$ cat config.mk
export PLATFORM = sky130hd
export DESIGN_NAME = window_line_buffer_3x3
export DESIGN_NICKNAME = d
export VERILOG_FILES = /design/src/rtl/window_line_buffer_3x3.sv
export SDC_FILE = /design/constraint.sdc
export NUM_CORES = 2
export LEC_CHECK = 0
export CORE_UTILIZATION = 43
export DETAILED_ROUTE_END_ITERATION = 7
export SETUP_SLACK_MARGIN = 0.3
export SLEW_MARGIN = 20
export SYNTH_ARGS = -nofsm -noshare
export SYNTH_HDL_FRONTEND = slang
export SYNTH_SLANG_ARGS = --single-unit
$ cat constraint.sdc
create_clock -name clock -period 11.8 [get_ports clock]
set_input_delay 2.95 -clock clock [delete_from_list [all_inputs] [get_ports clock]]
set_output_delay 2.95 -clock clock [all_outputs]
set_load 0.005 [all_outputs]
$ cat src/rtl/window_line_buffer_3x3.sv
// Raster-order pixel stream to 3x3 sliding windows (stride 1, valid padding).
// Two line memories feed the top/middle rows of a 3x3 shift array; the bottom row comes straight from pix_in.
module window_line_buffer_3x3 #(
  parameter  int IMG_WIDTH  = 112,
  parameter  int IMG_HEIGHT = 112,
  parameter  int DATA_W     = 8,
  localparam int CW = (IMG_WIDTH  > 1) ? $clog2(IMG_WIDTH)  : 1,
  localparam int RW = (IMG_HEIGHT > 1) ? $clog2(IMG_HEIGHT) : 1
) (
  input  logic                   clock,
  input  logic                   reset,
  input  logic                   clear,
  input  logic [DATA_W-1:0]      pix_in,
  input  logic                   pix_valid,
  output logic                   pix_ready,
  output logic [8:0][DATA_W-1:0] window_out,
  output logic                   win_valid,
  input  logic                   win_ready,
  output logic [RW-1:0]          out_row,
  output logic [CW-1:0]          out_col,
  output logic                   frame_done
);

  logic [CW-1:0]          col_q, col_d, out_col_q, out_col_d;
  logic [RW-1:0]          row_q, row_d, out_row_q, out_row_d;
  logic                   win_valid_q, win_valid_d;
  logic                   frame_done_q, frame_done_d;
  logic [8:0][DATA_W-1:0] arr_q, arr_d;
  logic [DATA_W-1:0]      line0_q [IMG_WIDTH];
  logic [DATA_W-1:0]      line1_q [IMG_WIDTH];

  logic accept, last_col, last_row, produce;

  assign pix_ready = !reset && (!win_valid_q || win_ready);
  assign accept    = pix_valid && pix_ready && !clear;
  assign last_col  = (col_q == CW'(IMG_WIDTH - 1));
  assign last_row  = (row_q == RW'(IMG_HEIGHT - 1));
  assign produce   = accept && (row_q >= RW'(2)) && (col_q >= CW'(2));

  always_comb begin
    col_d        = col_q;
    row_d        = row_q;
    out_row_d    = out_row_q;
    out_col_d    = out_col_q;
    win_valid_d  = win_valid_q;
    frame_done_d = 1'b0;
    arr_d        = arr_q;
    if (accept) begin
      col_d = last_col ? '0 : col_q + 1'b1;
      if (last_col) begin
        row_d = last_row ? '0 : row_q + 1'b1;
      end
      frame_done_d = last_col && last_row;
      // Each array row shifts left; the new right column is {line0[c], line1[c], pix_in}.
      arr_d[0] = arr_q[1];
      arr_d[1] = arr_q[2];
      arr_d[2] = line0_q[col_q];
      arr_d[3] = arr_q[4];
      arr_d[4] = arr_q[5];
      arr_d[5] = line1_q[col_q];
      arr_d[6] = arr_q[7];
      arr_d[7] = arr_q[8];
      arr_d[8] = pix_in;
      win_valid_d = produce;
      if (produce) begin
        out_row_d = row_q - RW'(2);
        out_col_d = col_q - CW'(2);
      end
    end else if (win_ready) begin
      win_valid_d = 1'b0;
    end
  end

  always_ff @(posedge clock) begin
    if (reset) begin
      col_q        <= '0;
      row_q        <= '0;
      out_row_q    <= '0;
      out_col_q    <= '0;
      win_valid_q  <= 1'b0;
      frame_done_q <= 1'b0;
      arr_q        <= '0;
    end else if (clear) begin
      col_q        <= '0;
      row_q        <= '0;
      win_valid_q  <= 1'b0;
      frame_done_q <= 1'b0;
    end else begin
      col_q        <= col_d;
      row_q        <= row_d;
      out_row_q    <= out_row_d;
      out_col_q    <= out_col_d;
      win_valid_q  <= win_valid_d;
      frame_done_q <= frame_done_d;
      arr_q        <= arr_d;
    end
  end

  always_ff @(posedge clock) begin
    if (accept) begin
      line0_q[col_q] <= line1_q[col_q];
      line1_q[col_q] <= pix_in;
    end
  end

  // The array only moves on accept, so it doubles as the held output window.
  assign window_out = arr_q;
  assign win_valid  = win_valid_q;
  assign out_row    = out_row_q;
  assign out_col    = out_col_q;
  assign frame_done = frame_done_q;

endmodule

==> reports/qor.csv <==
stage,metric,value,unit
placement,place_ws,4750,ps
run_status,outcome,"finished, final reports clean",
layout,final_cells,6148,
sta,slew_headroom,24.4,%
die,dieArea,0.171,sq mm
placement,hpwl,107000,um
synthesis,syn-instance-count,3508,
power,power_density,164,mW/mm^2
hold_path,hold_end,window_out[30],
routing,routedWlPerCell,29.5,um
critical_path,critPathArrivalTime,4090,ps
global_route,overflow,0,
hold_path,worstHoldPathCells,2,
die,io_pins,102,
layout,finish.utilization,49.6,%
clocking,numCtsBuffers,192,
placement,io_buffers,101,
die,coreArea,0.168,sq mm
global_route,track_usage,21.4,%
routing,met2WireLength,85100,um
placement,place.gp.congestion,0.829,
routing,drtAntennaViolNets,0,
hold_path,hp-class,flip-flop to flip-flop,
clocking,cts_buffer_depth,3,
global_route,grt_max_degree,113,
synthesis,seq_area_frac_synth,77.0,%
placement,dp.cells,5801,
synthesis,ys_seq_elements,1901,
die,die_width,413,um
routing,drt-met1-wl,77300,um
layout,fillers,13400,
routing,wl_met3,14300,um
critical_path,rrSetupSlack,5730,ps
power,p_leak,25.8,nW
power,ir_worst_vdd,156,uV
global_route,grt_pass1_wl,259000,um
synthesis,yosys-top-cells-area,"edfxtp_1 74%, mux4_2 14%, dfxtp_1 3.0%",
sta,fin_ws,4760,ps
layout,fin_nets,3815,
routing,drt-pass1-iter-count,5,
synthesis,synth.cell_area,0.0727,sq mm
placement,dpl_cell_area,0.0771,sq mm
sta,hold_viol,0,
layout,seqCellArea,0.0560,sq mm
synthesis,synth_edf_count,1792,
routing,drc_errors,0,
clocking,ctsHoldBuffers,0,
layout,drive_above_1_share,24.0,%
routing,via_count,35800,
critical_path,rr_worst_depth,8,
sta,fin_crit_sh,59.7,%
sta,setup_viol,0,
die,start_util,43.4,%
die,fp.dieH,413,um
sta,hold_slack,452,ps
sta,fmax,0.142,GHz
clocking,clk_pin_slew,50,ps
critical_path,end_kind,output pin,
synthesis,synth.top_cell.area_share,74.0,%
clocking,worstSkewPairLatency,820,ps
sta,worst-slew-pin-transition,1130,ps
layout,syn_to_final_growth,14.4,%
routing,totalWireLength,182000,um
clocking,clockRootBuffer,clkbuf_16,
synthesis,synth_flop_cell,edfxtp_1,
synthesis,yosysWarnings,0,
power,finalPower,13.6,mW
critical_path,required,8850,ps
synthesis,yosys.area.top_type,edfxtp_1,
synthesis,async_reset_ff_share,0,%
synthesis,avgSynthCellArea,20.7,sq um
routing,drt_iter0_drc,4214,
critical_path,crit_type,input pin to output pin,
die,rows,150,
clocking,cts_max_level,4,
hold_path,min_from,window_out[30],
critical_path,worstSetupStartpointType,input pin,
routing,vias_per_cell,5.83,
clocking,cts_setup_buffers,0,
job,cap_violations,0,
routing,top_layer,met5,
clocking,cts_resized,0,
sta,fin_skew,28.4,ps
clocking,tritoncts,built,
sta,period_needed,7040,ps
layout,multi_input_area,0.0158,sq mm
synthesis,synthesis.nets,3532,
sta,fin_setup_tns,0,ps
global_route,first_global_vias,35500,
synthesis,synthTopCellsByCount,"1792 x edfxtp_1, 439 x mux4_2, 177 x nor2_1",
critical_path,crit_fanout,2,
sta,slew_violations,0,
layout,fin_area,0.0831,sq mm
sta,grt_setup_unrepaired,false,
critical_path,rr_endpoint,line0_q[84][7],
synthesis,ys_types,57,
synthesis,yosysMostFrequentCell,edfxtp_1,
clocking,cts.sinks,1901,
global_route,antenna_found_initial,7,
[cell usage in the layout (no fill, tap or decap), drive strengths merged, types with 51 or more instances in the layout]
cell type	synthesis	routed
edfxtp	1792	1792
mux4	439	439
clkbuf	99	236
buf	103	199
nor2	177	177
nand2	173	173
mux2i	143	143
dfxtp	109	109
clkdlybuf4s50	0	92
clkinv	1	90
a21oi	83	83
o22ai	72	72
o21ai	51	51
[flip-flops by register name, indices dropped and copies added, names as in the netlist, named ones only]
register / count
col_q: 7
frame_done: 1
line0_q: 896
line1_q: 896
out_col: 7
out_row: 7
row_q: 7
win_valid: 1
window_out: 72
[power by group]
part,switching (mW),internal [mW]
registers,0.0142,7.38
clock network,2.49,3.38
logic,0.236,0.121
[how the worst max path moves through the flow]
stage | startpoint | end | cells after the start
floorplan | reset | pix_ready | 3
global placement | win_ready | pix_ready | 4
detailed placement | win_ready | pix_ready | 4
CTS | win_ready | pix_ready | 4
global route | win_ready | pix_ready | 4
finish | win_ready | pix_ready | 4
[cell type report]
type	count	area share, %
Multi-Input combinational cell	1392	19.0
Clock buffer	236	6.25
Clock inverter	108	1.00
Inverter	13	0.0662
Antenna cell	3	0.00903
Timing Repair Buffer	291	2.96
Sequential cell	1901	67.4
Tap cell	2204	3.32
[metal layers]
metal | GRT usage (%) | vias to the layer above
met3 | 4.27 | 265
met5 | 0 | -
met1 | 30.7 | 19200
li1 | - | 15100
met2 | 33.1 | 1340
met4 | 6.49 | 2
[worst max-delay path, stage by stage]
cell             delay (ps)
clkdlybuf4s50_1         480
nor2b_1                  60
nor2_1                  100
clkdlybuf4s50_1         510
[cells by family (layout without fill, tap and decap cells)]
logic type,count (synthesis),count (layout),share of synthesized area (%)
other,0,3,0
buffers and inverters,215,648,1.38
DFF,1901,1901,77.0
and+or+nand+nor,442,442,2.57
AOI/OAI and AO/OA,328,328,2.88
muxes,597,597,15.8
adders and majority gates,11,11,0.189
xor gates and xnor gates,14,14,0.169
(Power assumes the default switching activity.)
